[config.mk]
export PLATFORM = sky130hd
export DESIGN_NAME = serial_subtractor
export DESIGN_NICKNAME = d
export VERILOG_FILES = /design/src/rtl/serial_subtractor_pkg.sv /design/src/rtl/serial_subtractor_subtractor1bit.sv /design/src/rtl/serial_subtractor.sv
export SDC_FILE = /design/constraint.sdc
export NUM_CORES = 1
export LEC_CHECK = 0
export CORE_MARGIN = 2
export CORE_UTILIZATION = 50
export CTS_CLUSTER_DIAMETER = 200
export DETAILED_ROUTE_END_ITERATION = 10
export PLACE_DENSITY = 0.79
export SETUP_SLACK_MARGIN = 0.15
export SKIP_CTS_REPAIR_TIMING = 1
export SLEW_MARGIN = 20
export SYNTH_ARGS = -nofsm -noshare
export SYNTH_HDL_FRONTEND = slang
export SYNTH_SLANG_ARGS = --single-unit
[constraint.sdc]
create_clock -name clk -period 3.4 [get_ports clk]
set_input_delay 0.68 -clock clk [delete_from_list [all_inputs] [get_ports clk]]
set_output_delay 0.68 -clock clk [all_outputs]
set_load 0.03 [all_outputs]
[src/rtl/serial_subtractor_pkg.sv]
// Shared state encoding and sizing helpers for the bit-serial subtractor.
package serial_subtractor_pkg;

  localparam int SSUB_STATE_W = 2;

  typedef enum logic [SSUB_STATE_W-1:0] {
    SSUB_IDLE = 2'd0,
    SSUB_RUN  = 2'd1,
    SSUB_DONE = 2'd2
  } ssub_state_e;

  // Bit counter width; clamped to 1 so a degenerate WIDTH still elaborates.
  function automatic int ssub_cnt_w(input int width);
    return (width < 2) ? 1 : $clog2(width);
  endfunction

endpackage

[src/rtl/serial_subtractor_subtractor1bit.sv]
// One-bit full subtractor slice: the borrow-chain counterpart of adder1bit.
module subtractor1bit (
  output logic diff,
  output logic bout,
  input  logic a,
  input  logic b,
  input  logic bin
);

  assign diff = a ^ b ^ bin;
  assign bout = (~a & b) | (~(a ^ b) & bin);

endmodule

[src/rtl/serial_subtractor.sv]
// Bit-serial unsigned subtractor: diff = in_a - in_b, LSB first, one bit per clock,
// with valid/ready handshakes on both the operand and result sides.
module serial_subtractor
  import serial_subtractor_pkg::*;
#(
  parameter int WIDTH = 32
) (
  input  logic             clk,
  input  logic             rst,
  input  logic             in_valid,
  output logic             in_ready,
  input  logic [WIDTH-1:0] in_a,
  input  logic [WIDTH-1:0] in_b,
  output logic             out_valid,
  input  logic             out_ready,
  output logic [WIDTH-1:0] out_diff,
  output logic             out_borrow,
  output logic             out_zero
);

  localparam int CNT_W = ssub_cnt_w(WIDTH);

  ssub_state_e      state_reg, state_next;
  logic [CNT_W-1:0] cnt_reg;
  logic [WIDTH-1:0] a_reg, b_reg, res_reg;
  logic             br_reg, nz_reg;
  logic             slice_d, slice_bo;
  logic             accept, running, last_bit;

  assign accept   = (state_reg == SSUB_IDLE) && in_valid;
  assign running  = (state_reg == SSUB_RUN);
  assign last_bit = (cnt_reg == CNT_W'(WIDTH - 1));

  subtractor1bit u_slice (
    .diff (slice_d),
    .bout (slice_bo),
    .a    (a_reg[0]),
    .b    (b_reg[0]),
    .bin  (br_reg)
  );

  always_ff @(posedge clk) begin
    if (rst) state_reg <= SSUB_IDLE;
    else     state_reg <= state_next;
  end

  always_comb begin
    state_next = state_reg;
    case (state_reg)
      SSUB_IDLE: if (in_valid)  state_next = SSUB_RUN;
      SSUB_RUN:  if (last_bit)  state_next = SSUB_DONE;
      SSUB_DONE: if (out_ready) state_next = SSUB_IDLE;
      default:                  state_next = SSUB_IDLE;
    endcase
  end

  always_ff @(posedge clk) begin
    if (rst)          cnt_reg <= '0;
    else if (accept)  cnt_reg <= '0;
    else if (running) cnt_reg <= cnt_reg + CNT_W'(1);
  end

  always_ff @(posedge clk) begin
    if (rst) begin
      a_reg <= '0;
      b_reg <= '0;
    end else if (accept) begin
      a_reg <= in_a;
      b_reg <= in_b;
    end else if (running) begin
      a_reg <= a_reg >> 1;
      b_reg <= b_reg >> 1;
    end
  end

  // Difference bits enter at the MSB so that after WIDTH shifts bit k sits at res_reg[k].
  always_ff @(posedge clk) begin
    if (rst) begin
      res_reg <= '0;
      br_reg  <= 1'b0;
      nz_reg  <= 1'b0;
    end else if (accept) begin
      res_reg <= '0;
      br_reg  <= 1'b0;
      nz_reg  <= 1'b0;
    end else if (running) begin
      res_reg <= {slice_d, res_reg[WIDTH-1:1]};
      br_reg  <= slice_bo;
      nz_reg  <= nz_reg | slice_d;
    end
  end

  assign in_ready   = (state_reg == SSUB_IDLE);
  assign out_valid  = (state_reg == SSUB_DONE);
  assign out_diff   = res_reg;
  assign out_borrow = br_reg;
  // Gated so the flag reads 0 out of reset rather than reflecting the cleared accumulator.
  assign out_zero   = (state_reg == SSUB_DONE) & ~nz_reg;

endmodule

# Yosys cells after proc, flatten, opt, wreduce, memory -nomap -nowiden
# Cells that the tools add are included.
[classes]
n_addsub = 1
multipliers = 0
n_div = 0
magnitude_cmp = 0
eq_ne = 6
shifts = 0
mux = 8
n_bitwise = 10
reduce_logical = 5
[ops]
columns = ["operator", "count"]
rows = [
  ["$mux W32", 4],
  ["$mux W2", 3],
  ["$pmux W2 S3", 1],
  ["$add A5 B1 Y5 const B", 1],
  ["$eq A5 B5 Y1 const B", 1],
  ["$ne A2 B1 Y1 const B", 2],
  ["$and A1 B1 Y1", 3],
  ["$not A1 Y1", 3],
  ["$reduce_and A3 Y1", 1],
  ["$eq A2 B1 Y1 const B", 1],
  ["$eq A2 B2 Y1 const B", 1],
  ["$logic_not A2 Y1", 1],
  ["$ne A2 B2 Y1 const B", 1],
  ["$or A1 B1 Y1", 2],
  ["$reduce_bool A2 Y1", 1],
  ["$reduce_or A2 Y1", 1],
  ["$xor A1 B1 Y1", 2],
  ["$logic_and A1 B1 Y1", 1],
]
[totals]
ff_bits = 105
latchBits = 0
mem_bits_rw = 0
rom_bits = 0
input_bits = 68
wordCells = 37
mem_count = 0

# Longest topological paths before layout
[logic_depth]
depth_word = 4
mapped_depth = 7
mapped_depth_nobuf = 5

# Modules after synthesis
# Synthesis repeated with hierarchy kept, for this count alone.
[unflattened]
hier_cells = 610
hier_area_um2 = 4951.0
[by_module_without_submodules]
columns = ["module", "instances", "cells_per_inst", "area_per_inst_um2", "seq_area_each_um2"]
rows = [
  ["serial_subtractor", 1, 607, 4923.5, 2102.0],
  ["subtractor1bit", 1, 3, 27.5, 0.0],
]

# Least setup slack after synthesis
# Ideal clock, no wire load.
[synth_timing]
path_kind = "register -> output"
start = "reg state_reg[0]"
end = "out out_zero"
arrival_time_ps = 1585
setup_slack_ps = 1135
path_stages_with_launch = 4
path_cell_list = "dfxtp_1 > clkbuf_1 > nor2b_1 > nor2b_1"
[synth_between]
elab_chain_len = 2
[synth_lines]
columns = ["element", "line_no", "text"]
rows = [
  ["from (decl)", "serial_subtractor.sv:23", "ssub_state_e state_reg, state_next;"],
  ["from (signal assigned)", "serial_subtractor.sv:44", "else state_reg <= state_next;"],
  ["$eq A2 B2 Y1", "n/a", ""],
  ["via out_valid", "serial_subtractor.sv:14", "output logic out_valid,"],
  ["$and A1 B1 Y1", "serial_subtractor.sv:98", "assign out_zero = (state_reg == SSUB_DONE) & ~nz_reg;"],
  ["to (decl)", "serial_subtractor.sv:18", "output logic out_zero"],
]
# The timed path passes the listed nets, and every way through them passes these cells.

# Worst setup path after layout
[layout_timing]
start = "reg state_reg[1]"
end = "out out_zero"
[layout_between]
elab_chain_len = 2
[layout_lines]
columns = ["element", "line_no"]
rows = [
  ["$eq A2 B2 Y1", "serial_subtractor.sv:98"],
  ["$and A1 B1 Y1", "serial_subtractor.sv:98"],
]
# Every way passes these cells.

==> flow_summary.ini <==
[synth]
synth.yosys.seq_area_share_pct = 44.7
netlist_area_um2 = 4700
synth-seq-cells = 105
syn_nets = 616
netlist_instances = 545
synth_cell_types = 33
syn_avg_cell_area_um2 = 8.63
ys_warn_count = 0

[floorplanning]
die_w_um = 101
die-height_um = 101
boundaryPins = 104
initial_core_util_pct = 51.2
row_count = 35
dieArea_um2 = 10200
core_area_um2 = 9200

[clock_network]
clockRootBuffer = clkbuf_8
clock_sinks = 105
cts_buffers = 9
cts_max_level = 3
path_clk_slew_ns = 0.09
cts_buffer_depth = 2
worstSkewPairLatency_ns = 0.35
cts_tree = done

[setup_path]
cp_max_fo = 11
path_class = reg2out
worstPathRequired_ns = 2.72
crit_path_end_kind = output port
cp.arrival_ns = 2.12
cp-start-kind = flop

[sta]
setup_viol = 0
min_period_over_period_pct = 82.4
worst-slew-pin-transition_ns = 1.01
drv_slew = 0
finalCriticalPeriod_ns = 2.80
clock-skew-final_ns = 0.0120
setup_slack_ns = 0.600
hold_viol = 0
final.setup.tns_ns = 0
slew_headroom_pct = 32.3
rsz0062_at_grt = false
fmax_mhz = 357

[final_layout]
final_common_cell = nand2_1
final_cell_mix = 130 x nand2_1, 105 x dfxtp_1, 102 x clkdlybuf4s50_1
fill_cells = 823
n_antenna_cell = 0
regArea_um2 = 2100
multiInputGateArea_um2 = 2300
drive_gt1_share_pct = 16.2
area_growth_syn_to_layout_pct = 23.3
final_nets = 689

[detailed_routing]
viasPerCell = 5.40
drtIter0Drc = 170
firstDrtPassIters = 6
wl_um = 9900
drc = 0
wl_per_cell_um = 13.5
postRouteAntennaNets = 0
vias = 3964

[grt]
antenna_found_initial = 0
grt_util_all_layers_pct = 20.1
grt_max_degree = 99
grt-ovfl-total = 0
grt_first_pass_wirelength_um = 17000
grt_pass1_vias = 3867

[power_and_ir_drop]
leakage_nw = 1.93
vdd_drop_max_mv = 0.199
power.density_nw_per_um2 = 422

[job]
cap_violations = 0

[placed_design]
io_buffers = 103
gp_congestion = 0.759
dpl.hpwl_um = 6510
dp_slack_ns = 0.838

[run_status]
status = finished clean

[hold_path]
hold_path.class = reg2reg
[per-stage QoR]
stage / cell area, µm² / hold WS [ns] / power, mW / std cells / util (%)
2_1_floorplan: 4700 / 0.437 / 1.67 / 545 / -
6_report: 5800 / 0.459 / 2.45 / 734 / 63.1
4_1_cts: 5800 / 0.461 / 2.47 / 734 / 63.1
3_5_place_dp: 5630 / 0.449 / 1.79 / 718 / 61.2
5_1_grt: 5800 / 0.475 / 2.57 / 734 / 63.1
3_3_place_gp: 5630 / 0.441 / 1.77 / 718 / 61.2
[report_power, final]
group          leakage, nW  internal (mW)  switching (mW)
sequential           0.861           1.30          0.0410
combinational        0.987          0.187           0.226
clock               0.0866          0.270           0.420
total                 1.93           1.76           0.687
[worst max-delay path, cell delays in order, from the launching register on]
cell and delay [ns]:
dfxtp_1 0.61, nor2b_1 0.32, nor2b_1 0.17, clkdlybuf4s50_1 0.68
[cell usage after synthesis, drive strengths merged]
cell	n	share of area [%]
nand2b	5	0.82
a22oi	1	0.16
dfxtp	105	45
nand3	3	0.32
ha	2	0.53
nor2b	3	0.40
nor3b	1	0.40
or3b	4	0.74
nor3	3	0.32
o21ba	1	0.21
fa	1	0.43
xor2	1	0.19
a211oi	59	16
or3	1	0.13
clkbuf	7	0.56
nand2	130	10
nor2	69	5.5
inv	3	0.24
o21a	1	0.16
buf	41	6.0
o21ai	1	0.11
xnor2	1	0.19
a311oi	1	0.32
a21oi	99	11
and3	1	0.13
nand3b	1	0.16
[area by class of cell]
class	instances	share of cell area, %
flip-flops and latches	105	36.2
inverters	3	0.194
clock buffers	10	2.20
well taps	111	2.39
repair buffers	110	18.6
multi-input cells	389	39.6
clock inverters	6	0.755
[cell families (layout without fill, tap and decap cells)]
group	count (synthesis)	count (layout)	synth area share [%]
xor gates and xnor gates	2	2	0.372
AOI/OAI and AO/OA	163	163	27.9
DFF	105	105	44.7
adders and majority gates	3	3	0.957
buffers and inverters	51	129	6.81
and+or+nand+nor	221	221	19.3
[path summary, 6_finish.rpt]
kind	start	to	slack [ns]	cells after the start
setup / recovery	state_reg[1]	out_zero	0.60	3
hold / removal	out_diff[0]	out_diff[0]	0.46	2
setup reg to reg	state_reg[0]	out_diff[24]	1.21	4
hold reg to reg	out_diff[0]	out_diff[0]	0.46	2
[routing by layer]
| layer | global-route usage, % | vias up | wire length, µm |
|---|---|---|---|
| met5 | 0 | - | 0 |
| met4 | 5.61 | 0 | 88 |
| met3 | 3.19 | 9 | 383 |
| met2 | 36.5 | 76 | 4990 |
| met1 | 24.6 | 1893 | 4440 |
| li1 | - | 1986 | - |
No activity file was read; power rests on OpenSTA's default activity.
